[src/rtl/mdr_pkg.sv]
`default_nettype none
// +----------------------------------------------------------------------------+
// | mdr_pkg : shared types and helpers for the MDR sequencer                   |
// | Rev 1.0 : initial release                                                  |
// +----------------------------------------------------------------------------+
package mdr_pkg;

  localparam int c_NUM_UNITS = 3;

  typedef enum logic [1:0] {
    OP_MUL     = 2'd0,
    OP_DIV     = 2'd1,
    OP_SQRT    = 2'd2,
    OP_ILLEGAL = 2'd3
  } op_e;

  typedef enum logic [2:0] {
    IDLE = 3'd0,
    LOAD = 3'd1,
    RUN  = 3'd2,
    FIX  = 3'd3,
    DONE = 3'd4
  } state_e;

  // SQRT retires two radicand bits per iteration, so it needs half the steps.
  function automatic int iter_len(op_e op, int word_length);
    return (op == OP_SQRT) ? word_length / 2 : word_length;
  endfunction

  function automatic logic [c_NUM_UNITS-1:0] op_onehot(op_e op);
    case (op)
      OP_MUL:  return 3'b001;
      OP_DIV:  return 3'b010;
      OP_SQRT: return 3'b100;
      default: return 3'b000;
    endcase
  endfunction

endpackage
`default_nettype wire

[src/rtl/mdr_sequencer_if.sv]
`default_nettype none
// +----------------------------------------------------------------------------+
// | mdr_sequencer_if : request, unit and result signals of the MDR sequencer   |
// | Rev 1.0 : initial release                                                  |
// +----------------------------------------------------------------------------+
interface mdr_sequencer_if #(
  parameter int WORD_LENGTH = 16,
  parameter int CNT_WIDTH   = 5
);
  logic                     start;
  logic [1:0]               op;
  logic [WORD_LENGTH-1:0]   operand_x;
  logic [WORD_LENGTH-1:0]   operand_y;
  logic                     unit_load;
  logic [2:0]               unit_enable;
  logic [CNT_WIDTH-1:0]     iter_count;
  logic [3*WORD_LENGTH-1:0] unit_p1;
  logic [3*WORD_LENGTH-1:0] unit_p2;
  logic [2:0]               unit_sel;
  logic [WORD_LENGTH-1:0]   partial_sum;
  logic [3*WORD_LENGTH-1:0] unit_result;
  logic [3*WORD_LENGTH-1:0] unit_residue;
  logic [WORD_LENGTH-1:0]   result;
  logic [WORD_LENGTH-1:0]   residue;
  logic                     busy;
  logic                     done;
  logic                     error;

  modport master (
    output start, op, operand_x, operand_y,
    output unit_p1, unit_p2, unit_sel, unit_result, unit_residue,
    input  unit_load, unit_enable, iter_count, partial_sum,
    input  result, residue, busy, done, error
  );

  modport slave (
    input  start, op, operand_x, operand_y,
    input  unit_p1, unit_p2, unit_sel, unit_result, unit_residue,
    output unit_load, unit_enable, iter_count, partial_sum,
    output result, residue, busy, done, error
  );
endinterface
`default_nettype wire

[src/rtl/mdr_shared_adder.sv]
`default_nettype none
// +----------------------------------------------------------------------------+
// | mdr_shared_adder : operand mux and add/sub time-shared by the MDR units    |
// | Rev 1.0 : initial release                                                  |
// +----------------------------------------------------------------------------+
module mdr_shared_adder
  import mdr_pkg::*;
#(
  parameter int WORD_LENGTH = 16
) (
  input  logic                               i_active,
  input  op_e                                i_op,
  input  logic [c_NUM_UNITS*WORD_LENGTH-1:0] i_p1,
  input  logic [c_NUM_UNITS*WORD_LENGTH-1:0] i_p2,
  input  logic [c_NUM_UNITS-1:0]             i_sel,
  output logic [WORD_LENGTH-1:0]             o_sum
);

  logic [WORD_LENGTH-1:0] w_a;
  logic [WORD_LENGTH-1:0] w_b;
  logic                   w_add;
  logic                   w_valid;

  always_comb begin
    w_a     = '0;
    w_b     = '0;
    w_add   = 1'b1;
    w_valid = 1'b0;
    case (i_op)
      OP_MUL: begin
        w_a     = i_p1[0 +: WORD_LENGTH];
        w_b     = i_p2[0 +: WORD_LENGTH];
        w_add   = i_sel[0];
        w_valid = 1'b1;
      end
      OP_DIV: begin
        w_a     = i_p1[WORD_LENGTH +: WORD_LENGTH];
        w_b     = i_p2[WORD_LENGTH +: WORD_LENGTH];
        w_add   = i_sel[1];
        w_valid = 1'b1;
      end
      OP_SQRT: begin
        w_a     = i_p1[2*WORD_LENGTH +: WORD_LENGTH];
        w_b     = i_p2[2*WORD_LENGTH +: WORD_LENGTH];
        w_add   = i_sel[2];
        w_valid = 1'b1;
      end
      default: ;
    endcase

    if (i_active && w_valid)
      o_sum = w_add ? (w_a + w_b) : (w_a - w_b);
    else
      o_sum = '0;
  end

endmodule
`default_nettype wire

[src/rtl/mdr_sequencer.sv]
`default_nettype none
// +----------------------------------------------------------------------------+
// | mdr_sequencer : loads/iterates MUL, DIV, SQRT units and captures results   |
// | Rev 1.0 : initial release                                                  |
// +----------------------------------------------------------------------------+
module mdr_sequencer
  import mdr_pkg::*;
#(
  parameter int WORD_LENGTH = 16,
  parameter int CNT_WIDTH   = 5
) (
  input  logic           clk,
  input  logic           reset,
  mdr_sequencer_if.slave bus
);

  state_e                 r_state;
  op_e                    r_op;
  logic [WORD_LENGTH-1:0] r_x;
  logic [WORD_LENGTH-1:0] r_y;
  logic [WORD_LENGTH-1:0] r_result;
  logic [WORD_LENGTH-1:0] r_residue;
  logic [CNT_WIDTH-1:0]   r_iter;
  logic [2:0]             r_enable;
  logic                   r_load;
  logic                   r_busy;
  logic                   r_done;
  logic                   r_error;

  op_e                    w_req_op;
  logic [CNT_WIDTH-1:0]   w_iter_init;
  logic [WORD_LENGTH-1:0] w_sum;
  logic [WORD_LENGTH-1:0] w_sel_result;
  logic [WORD_LENGTH-1:0] w_sel_residue;

  assign w_req_op    = op_e'(bus.op);
  assign w_iter_init = CNT_WIDTH'(iter_len(w_req_op, WORD_LENGTH) - 1);

  always_comb begin
    w_sel_result  = '0;
    w_sel_residue = '0;
    case (r_op)
      OP_MUL: begin
        w_sel_result = bus.unit_result[0 +: WORD_LENGTH];
      end
      OP_DIV: begin
        w_sel_result  = bus.unit_result[WORD_LENGTH +: WORD_LENGTH];
        w_sel_residue = bus.unit_residue[WORD_LENGTH +: WORD_LENGTH];
      end
      OP_SQRT: begin
        w_sel_result  = bus.unit_result[2*WORD_LENGTH +: WORD_LENGTH];
        w_sel_residue = bus.unit_residue[2*WORD_LENGTH +: WORD_LENGTH];
      end
      default: ;
    endcase
  end

  mdr_shared_adder #(
    .WORD_LENGTH (WORD_LENGTH)
  ) u_adder (
    .i_active (r_state != IDLE),
    .i_op     (r_op),
    .i_p1     (bus.unit_p1),
    .i_p2     (bus.unit_p2),
    .i_sel    (bus.unit_sel),
    .o_sum    (w_sum)
  );

  always_ff @(posedge clk or negedge reset) begin
    if (!reset) begin
      r_state   <= IDLE;
      r_op      <= OP_MUL;
      r_x       <= '0;
      r_y       <= '0;
      r_result  <= '0;
      r_residue <= '0;
      r_iter    <= '0;
      r_enable  <= '0;
      r_load    <= 1'b0;
      r_busy    <= 1'b0;
      r_done    <= 1'b0;
      r_error   <= 1'b0;
    end else begin
      r_load <= 1'b0;
      r_done <= 1'b0;
      case (r_state)
        IDLE: begin
          if (bus.start) begin
            r_op    <= w_req_op;
            r_x     <= bus.operand_x;
            r_y     <= bus.operand_y;
            r_iter  <= w_iter_init;
            r_load  <= 1'b1;
            r_busy  <= 1'b1;
            r_error <= 1'b0;
            r_state <= LOAD;
          end
        end
        LOAD: begin
          // Rejected requests skip the units entirely and report straight away.
          if (r_op == OP_ILLEGAL) begin
            r_result  <= '0;
            r_residue <= '0;
            r_error   <= 1'b1;
            r_busy    <= 1'b0;
            r_done    <= 1'b1;
            r_iter    <= '0;
            r_state   <= DONE;
          end else if (r_op == OP_DIV && r_y == '0) begin
            r_result  <= '1;
            r_residue <= r_x;
            r_error   <= 1'b1;
            r_busy    <= 1'b0;
            r_done    <= 1'b1;
            r_iter    <= '0;
            r_state   <= DONE;
          end else begin
            r_enable <= op_onehot(r_op);
            r_state  <= RUN;
          end
        end
        RUN: begin
          if (r_iter == '0)
            r_state <= FIX;
          else
            r_iter <= r_iter - 1'b1;
        end
        FIX: begin
          r_enable  <= '0;
          r_result  <= w_sel_result;
          r_residue <= (r_op == OP_MUL) ? '0 : w_sel_residue;
          r_busy    <= 1'b0;
          r_done    <= 1'b1;
          r_state   <= DONE;
        end
        DONE: begin
          r_state <= IDLE;
        end
        default: begin
          r_state <= IDLE;
        end
      endcase
    end
  end

  assign bus.unit_load   = r_load;
  assign bus.unit_enable = r_enable;
  assign bus.iter_count  = r_iter;
  assign bus.partial_sum = w_sum;
  assign bus.result      = r_result;
  assign bus.residue     = r_residue;
  assign bus.busy        = r_busy;
  assign bus.done        = r_done;
  assign bus.error       = r_error;

endmodule
`default_nettype wire

[src/flat_wrapper.sv]
// flat-port wrapper written by rule: the top's interface ports become plain ports
module mdr_sequencer_flat import mdr_pkg::*;
#(
  parameter int WORD_LENGTH = 16,
  parameter int CNT_WIDTH   = 5
)
  (clk, reset, bus_start, bus_op, bus_operand_x, bus_operand_y, bus_unit_p1, bus_unit_p2, bus_unit_sel, bus_unit_result, bus_unit_residue, bus_unit_load, bus_unit_enable, bus_iter_count, bus_partial_sum, bus_result, bus_residue, bus_busy, bus_done, bus_error);
  mdr_sequencer_if #(.WORD_LENGTH(WORD_LENGTH), .CNT_WIDTH(CNT_WIDTH)) bus_i ();
  input  logic clk;
  input  logic reset;
  input wire logic [$bits(bus_i.start)-1:0] bus_start;
  input wire logic [$bits(bus_i.op)-1:0] bus_op;
  input wire logic [$bits(bus_i.operand_x)-1:0] bus_operand_x;
  input wire logic [$bits(bus_i.operand_y)-1:0] bus_operand_y;
  input wire logic [$bits(bus_i.unit_p1)-1:0] bus_unit_p1;
  input wire logic [$bits(bus_i.unit_p2)-1:0] bus_unit_p2;
  input wire logic [$bits(bus_i.unit_sel)-1:0] bus_unit_sel;
  input wire logic [$bits(bus_i.unit_result)-1:0] bus_unit_result;
  input wire logic [$bits(bus_i.unit_residue)-1:0] bus_unit_residue;
  output wire logic [$bits(bus_i.unit_load)-1:0] bus_unit_load;
  output wire logic [$bits(bus_i.unit_enable)-1:0] bus_unit_enable;
  output wire logic [$bits(bus_i.iter_count)-1:0] bus_iter_count;
  output wire logic [$bits(bus_i.partial_sum)-1:0] bus_partial_sum;
  output wire logic [$bits(bus_i.result)-1:0] bus_result;
  output wire logic [$bits(bus_i.residue)-1:0] bus_residue;
  output wire logic [$bits(bus_i.busy)-1:0] bus_busy;
  output wire logic [$bits(bus_i.done)-1:0] bus_done;
  output wire logic [$bits(bus_i.error)-1:0] bus_error;
  assign bus_i.start = bus_start;
  assign bus_i.op = bus_op;
  assign bus_i.operand_x = bus_operand_x;
  assign bus_i.operand_y = bus_operand_y;
  assign bus_i.unit_p1 = bus_unit_p1;
  assign bus_i.unit_p2 = bus_unit_p2;
  assign bus_i.unit_sel = bus_unit_sel;
  assign bus_i.unit_result = bus_unit_result;
  assign bus_i.unit_residue = bus_unit_residue;
  assign bus_unit_load = bus_i.unit_load;
  assign bus_unit_enable = bus_i.unit_enable;
  assign bus_iter_count = bus_i.iter_count;
  assign bus_partial_sum = bus_i.partial_sum;
  assign bus_result = bus_i.result;
  assign bus_residue = bus_i.residue;
  assign bus_busy = bus_i.busy;
  assign bus_done = bus_i.done;
  assign bus_error = bus_i.error;
  mdr_sequencer #(.WORD_LENGTH(WORD_LENGTH), .CNT_WIDTH(CNT_WIDTH)) u_core (.clk(clk), .reset(reset), .bus(bus_i));
endmodule
[config.mk]
export PLATFORM = sky130hd
export DESIGN_NAME = mdr_sequencer_flat
export DESIGN_NICKNAME = d
export VERILOG_FILES = /design/src/rtl/mdr_pkg.sv /design/src/rtl/mdr_sequencer_if.sv /design/src/rtl/mdr_shared_adder.sv /design/src/rtl/mdr_sequencer.sv /design/src/flat_wrapper.sv
export SDC_FILE = /design/constraint.sdc
export NUM_CORES = 1
export LEC_CHECK = 0
export CAP_MARGIN = 20
export CORE_MARGIN = 10
export CORE_UTILIZATION = 41
export CTS_CLUSTER_SIZE = 28
export DETAILED_ROUTE_END_ITERATION = 7
export MAX_ROUTING_LAYER = met4
export PLACE_DENSITY = 0.94
export SETUP_SLACK_MARGIN = 0.02
export SYNTH_ARGS = -nofsm -noshare
export SYNTH_HDL_FRONTEND = slang
export SYNTH_HIERARCHICAL = 1
export SYNTH_SLANG_ARGS = --single-unit
[constraint.sdc]
create_clock -name clk -period 5.8 [get_ports clk]
set_input_delay 1.45 -clock clk [delete_from_list [all_inputs] [get_ports clk]]
set_output_delay 1.45 -clock clk [all_outputs]
set_load 0.01 [all_outputs]
# Word-level counts from Yosys, hierarchy flattened
# Index checks and enable logic that the tools add are counted.
# op_classes
n_mux	43
addsub	4
n_reduce_logical	19
n_eq_ne	13
# op_table
cell	count
$pmux W16 S3	3
$mux W16	7
$pmux W16 S2	3
$mux W5	5
$mux W3	6
$add A16 B16 Y16	1
$logic_not A16 Y1	1
$sub A16 B16 Y16	1
$pmux W5 S3	1
$pmux W3 S4	1
$mux W1	11
$pmux W3 S3	1
$reduce_and A3 Y1	3
$reduce_bool A3 Y1	3
$ne A2 B2 Y1 const B	4
$eq A2 B2 Y1 const B	3
$eq A3 B2 Y1 const B	2
$pmux W1 S3	2
$pmux W3 S2	1
$reduce_and A2 Y1	3
$logic_not A5 Y1	1
$sub A5 B1 Y5 const B	1
$sub A5 B2 Y5 const B	1
$pmux W1 S2	2
10 further kinds	12
# totals
output_inout_bits	60
reg_bits	81
word_cells	91
inputBits	232

# Depth between registers and ports, before layout
# depth
ltp_word	5
ltp_mapped	17
ltp_nobuf	16

# Modules after synthesis
# The synthesis kept the hierarchy.
# by_module_without_submodules
module	instances	area_per_inst_um2	seq_area_each_um2	cells_per_inst
mdr_sequencer	1	3886.2	2026.9	338
mdr_shared_adder	1	1820.5	0.0	262

# Worst setup path after synthesis
# No wires, ideal clock.
# synth_timing
path_kind	input to output
from	input bus_unit_sel[2]
to	output bus_partial_sum[11]
n_path_buf	1
t_arrival_ps	3971
path_stages	13
required_ps	4350
slack_ps	379
path_cell_list	mux2_1 o22a_1 clkbuf_1 nor2_1 xor2_1 ha_1 a21o_1 a21oi_1 a211oi_1 a211o_1 a31oi_1 xor2_1 nor2_1
# synth_between
elab_chain_cells	3
# synth_lines
element	line	rtl
from (decl)	flat_wrapper.sv:17	input wire logic [$bits(bus_i.unit_sel)-1:0] bus_unit_sel;
$pmux W1 S3	mdr_shared_adder.sv:29	case (i_op)
$mux W16	mdr_shared_adder.sv:52	o_sum = w_add ? (w_a + w_b) : (w_a - w_b);
$mux W16	mdr_shared_adder.sv:51	if (i_active && w_valid)
to (decl)	flat_wrapper.sv:23	output wire logic [$bits(bus_i.partial_sum)-1:0] bus_partial_sum;
# Every way passes these cells.

# Worst setup path after layout
# layout_timing
from	input bus_unit_p2[32]
to	output bus_partial_sum[13]
# layout_between
elab_chain_cells	4
elab_cells_between_ends	5
classes_between	2 x add/sub; 3 x mux
# layout_lines
element	line	rtl
from (decl)	flat_wrapper.sv:16	input wire logic [$bits(bus_i.unit_p2)-1:0] bus_unit_p2;
$pmux W16 S3 (*)	mdr_shared_adder.sv:29	
$sub A16 B16 Y16 or $add A16 B16 Y16 (tied branches)	mdr_shared_adder.sv:52	
$mux W16 (*)	mdr_shared_adder.sv:52	
$mux W16 (*)	mdr_shared_adder.sv:51	
# Every way passes the cells marked *; elsewhere a longest branch is shown, timed or not.

==> out/metrics.sh <==
RUN_STATUS='finished with violations'
FAILED_CHECKS='design-rule violations'
TIMING.FINAL.SETUP_VIOLATIONS=0
START_UTIL_PCT=41.4
IRDROPWORSTVDD_uV=311
SHARE_OF_SYNTHESIZED_FLIP_FLOPS_WITH_AN_ASYNCHRONOUS_SET_OR_RESET_PCT=100
CRIT_FANOUT=3
DRT_WL_TOTAL_MM=22.7
LAYOUT.FILLER_CELLS=965
DR_TOTAL_VIAS=6168
PLACE.GP.CONGESTION=0.896
PATH_CLASS='primary input to primary output'
SYNTH_LARGEST_TYPE_AREA_FRACTION_PCT=35.5
R2R_SETUP_SLK_NS=2.73
TIMING.FINAL.CRIT_PERIOD_NS=5.77
TRITONCTS='built'
PLACEMENTROWS=43
WL_PER_CELL_UM=20.6
REPORT.FINAL.HOLD_VIOL_COUNT=0
DIE_H_UM=138
SYNTH_WARNINGS=6
DIE-WIDTH_UM=138
TIMING.CRITICAL_PATH.CELLS='clkbuf_2, mux2i_1, o2bb2ai_2, buf_4, nor4b_4, nor2_2, xor2_1, ha_1, a21o_1, a21oi_4, a211oi_4, a211o_1, buf_6, a21oi_2, xor2_1, nor2_1, buf_2'
WORST_PATH_MOST_REPEATED_CELL='sky130_fd_sc_hd__xor2_1'
TRITONCTS_NUM_SINKS=81
H-TREE-DEPTH=3
LAYOUT_COMMON_CELLS='sky130_fd_sc_hd__clkdlybuf4s50_1, sky130_fd_sc_hd__dfrtp_1, sky130_fd_sc_hd__buf_4'
TIMING.CRITICAL_PATH.FROM_TYPE='primary input'
CTS_INSERTED_BUFFERS=9
MAX_CAP_VIOLATIONS=0
INST_COUNT_DP=1072
CLK-INSERTION-DELAY-LATE_NS=0.33
SYNTH.FF_LATCH_COUNT=81
MAXIMUM_CLOCK_PATH_BUFFER_COUNT=2
LAYOUT_WORST_PATH_CYCLE_SHARE_PCT=99.5
CPMAXSTAGEDELAYCELL='sky130_fd_sc_hd__ha_1'
FINISH.UTILIZATION_PCT=69.2
YOSYS.AREA.TOP_TYPE='sky130_fd_sc_hd__dfrtp_1'
HOLD_PATH_STARTPOINT='u_core/bus.result[11]'
FINAL_NET_COUNT=1173
REMAINING_DRC_ERRORS=3
DRT_FIRST_ITER_VIOLATIONS=422
CRIT_START='bus_unit_p2[32]'
SYNTH_FLOP_CELL='sky130_fd_sc_hd__dfrtp_1'
LAYOUT-DRIVE-GT1-SHARE_PCT=21.7
NUMBER_OF_NON_FILLER_INSTANCES_IN_THE_COMPLETED_LAYOUT=1103
GRT_USAGE_PCT=22.5
INITIAL_ANTENNA_VIOLATION_COUNT=1
IO_BUFFER_COUNT=275
REPORT.FINAL.SLEW_VIOL_COUNT=0
SHARE_OF_THE_YOSYS_CHIP_AREA_BELONGING_TO_REGISTERS_PCT=35.5
TNS_NS=0
WORST-ENDPOINT-REQUIRED_NS=4.35
CP-END-KIND='primary output'
GLOBAL_ROUTE.OVERFLOW_TOTAL=0
DRTANTENNAVIOLNETS=0
WORST_PATH_LARGEST_CELL_DELAY_NS=0.33
GRT_FIRST_PASS_WIRELENGTH_MM=33.2
MAX_SLEW_MARGIN_PCT=30.6
DRT_PRE_ANTENNA_ITERS=8
GRT_SETUP_UNREPAIRED='yes'
PLACEABLECOREAREA_UM2=13800
POWER_DENSITY_nW_PER_UM2=652
GRT_START_MAX_NET_PINS=82
YOSYS.CELL_TYPES.COUNT=60
MIN_PATH_TYPE='flop to flop'
R2R_START='u_core/r_op[1]'
SYNTH_ENABLE_FLOP_CELLS=0
CTS-HOLD-FIX-BUFFERS=0
SYNTH.CELL_AREA_UM2=5710
DETAIL_ROUTE.VIAS_PER_CELL=5.59
POWER.STATIC_LEAKAGE_uW=0.00427
SYNTH_AREA_LEADERS='sky130_fd_sc_hd__dfrtp_1, sky130_fd_sc_hd__mux2_2, sky130_fd_sc_hd__mux2i_1'
VIAS_IN_THE_FIRST_GLOBAL_ROUTE=6443
DP_HPWL_MM=17.1
DIE_AREA_UM2=19000
SYNTHESIS.NETS=856
SYNTHESIS.AREA_PER_INSTANCE_UM2=9.51
MOSTFREQUENTLAYOUTCELL='sky130_fd_sc_hd__clkdlybuf4s50_1'
SYN_TO_FINAL_GROWTH_PCT=67.0
CRIT_ARRIVAL_NS=4.32
SLEW_AT_THE_PIN_CLOSEST_TO_ITS_MAX_SLEW_LIMIT_NS=1.04
FINCLKSKEW_NS=0.00430
FLOORPLAN.IO_PINS=292
MAX_FREQ_GHz=0.173
SYN_INST=600
WORST_SETUP_HOLD_PATH_CLK_SLEW_NS=0.06
CLK_ROOT_BUFFER_CELL='sky130_fd_sc_hd__clkbuf_16'
[cells by family (layout without fill, tap and decap cells)]
kind of cell    Yosys count  count (layout)  synth area share (%)
compound gates          178             178                  21.4
simple gates            160             160                  13.9
buf+inv                  54             376                  4.56
xor+xnor                 23              23                  3.53
fa+ha+maj                24              24                  5.39
mux                      80              80                  15.8
flops                    81              81                  35.5
other cells               0               1                     0
[metrics by stage]
stage	area, um2	hold slack [ns]	setup WS, ns	power, uW
detailed placement	8910	0.476	-0.822	5170
global placement	8910	0.468	-0.746	5040
finish	9530	0.490	0.0309	6210
floorplan	5710	0.480	0.379	3380
global route	9530	0.509	-0.159	6630
CTS	9400	0.489	0.000338	5930
[routing by layer]
metal | GRT usage (%) | vias up | wire length (um)
met5 | - | - | 0
li1 | - | 2845 | -
met4 | 4.98 | 0 | 362
met1 | 25.1 | 2974 | 8890
met3 | 7.25 | 32 | 2190
met2 | 38.4 | 317 | 11300
[registers in the layout, indices dropped and copies added (netlist names), 2 cells and up]
name and count:
u_core/bus.unit_enable 3, u_core/r_state 3, u_core/bus.residue 16, u_core/r_op 2, u_core/r_x 16, u_core/bus.iter_count 5, u_core/bus.result 16, u_core/r_y 16
[where the power goes]
part	internal, uW	leakage (uW)	switching [uW]
Sequential	838	0.000972	208
Clock	349	0.000146	234
Combinational	2300	0.00315	2280
Total	3490	0.00427	2720
[final cells by class]
type | count | area (um2) | area share [%]
clock buffers | 11 | 243 | 2.55
diodes | 1 | 2.50 | 0.0263
repair buffers | 342 | 3250 | 34.1
flip-flops and latches | 81 | 2030 | 21.3
clock inverters | 5 | 63.8 | 0.670
inverters | 18 | 67.6 | 0.709
multi-input cells | 465 | 3650 | 38.3
well taps | 180 | 225 | 2.36
[critical path: cells and delay by family]
kind            cells  cell delay (ns)
compound gates      6             1.02
buf+inv             4             0.54
simple gates        3             0.46
xor+xnor            2             0.36
fa+ha+maj           1             0.33
mux                 1             0.18
[repair_timing]
item,CTS,global route
pin swaps,43,39
setup buffers,11,4
resized for setup,82,51
setup endpoints to repair,13,11
[cell usage after synthesis (5+ instances only)]
master / n
sky130_fd_sc_hd__a21o_1: 10
sky130_fd_sc_hd__nor2_1: 48
sky130_fd_sc_hd__nand4_1: 5
sky130_fd_sc_hd__ha_1: 23
sky130_fd_sc_hd__xor2_1: 13
sky130_fd_sc_hd__nor3_1: 11
sky130_fd_sc_hd__a211o_1: 18
sky130_fd_sc_hd__buf_6: 5
sky130_fd_sc_hd__dfrtp_1: 81
sky130_fd_sc_hd__mux2_4: 10
sky130_fd_sc_hd__nand2b_1: 6
sky130_fd_sc_hd__nand3_1: 7
sky130_fd_sc_hd__xnor2_1: 10
sky130_fd_sc_hd__nor3b_1: 7
sky130_fd_sc_hd__mux2_2: 37
sky130_fd_sc_hd__nand2_1: 52
sky130_fd_sc_hd__a22oi_1: 16
sky130_fd_sc_hd__a21oi_1: 27
sky130_fd_sc_hd__buf_2: 12
sky130_fd_sc_hd__a31oi_1: 6
sky130_fd_sc_hd__clkbuf_1: 16
sky130_fd_sc_hd__mux2i_1: 31
sky130_fd_sc_hd__inv_1: 18
sky130_fd_sc_hd__o21ai_0: 51
sky130_fd_sc_hd__a222oi_1: 16
sky130_fd_sc_hd__o2bb2ai_1: 6
[worst paths after layout]
kind | to | cells after the start
min in group asynchronous | u_core/bus.residue[15] | 1
worst min-delay path | u_core/bus.result[11] | 1
worst min register to register | u_core/bus.result[11] | 1
max in group asynchronous | u_core/r_op[1] | 1
worst max register to register | u_core/bus.residue[0] | 5
worst max-delay path | bus_partial_sum[13] | 17
(Power assumes the default switching activity.)
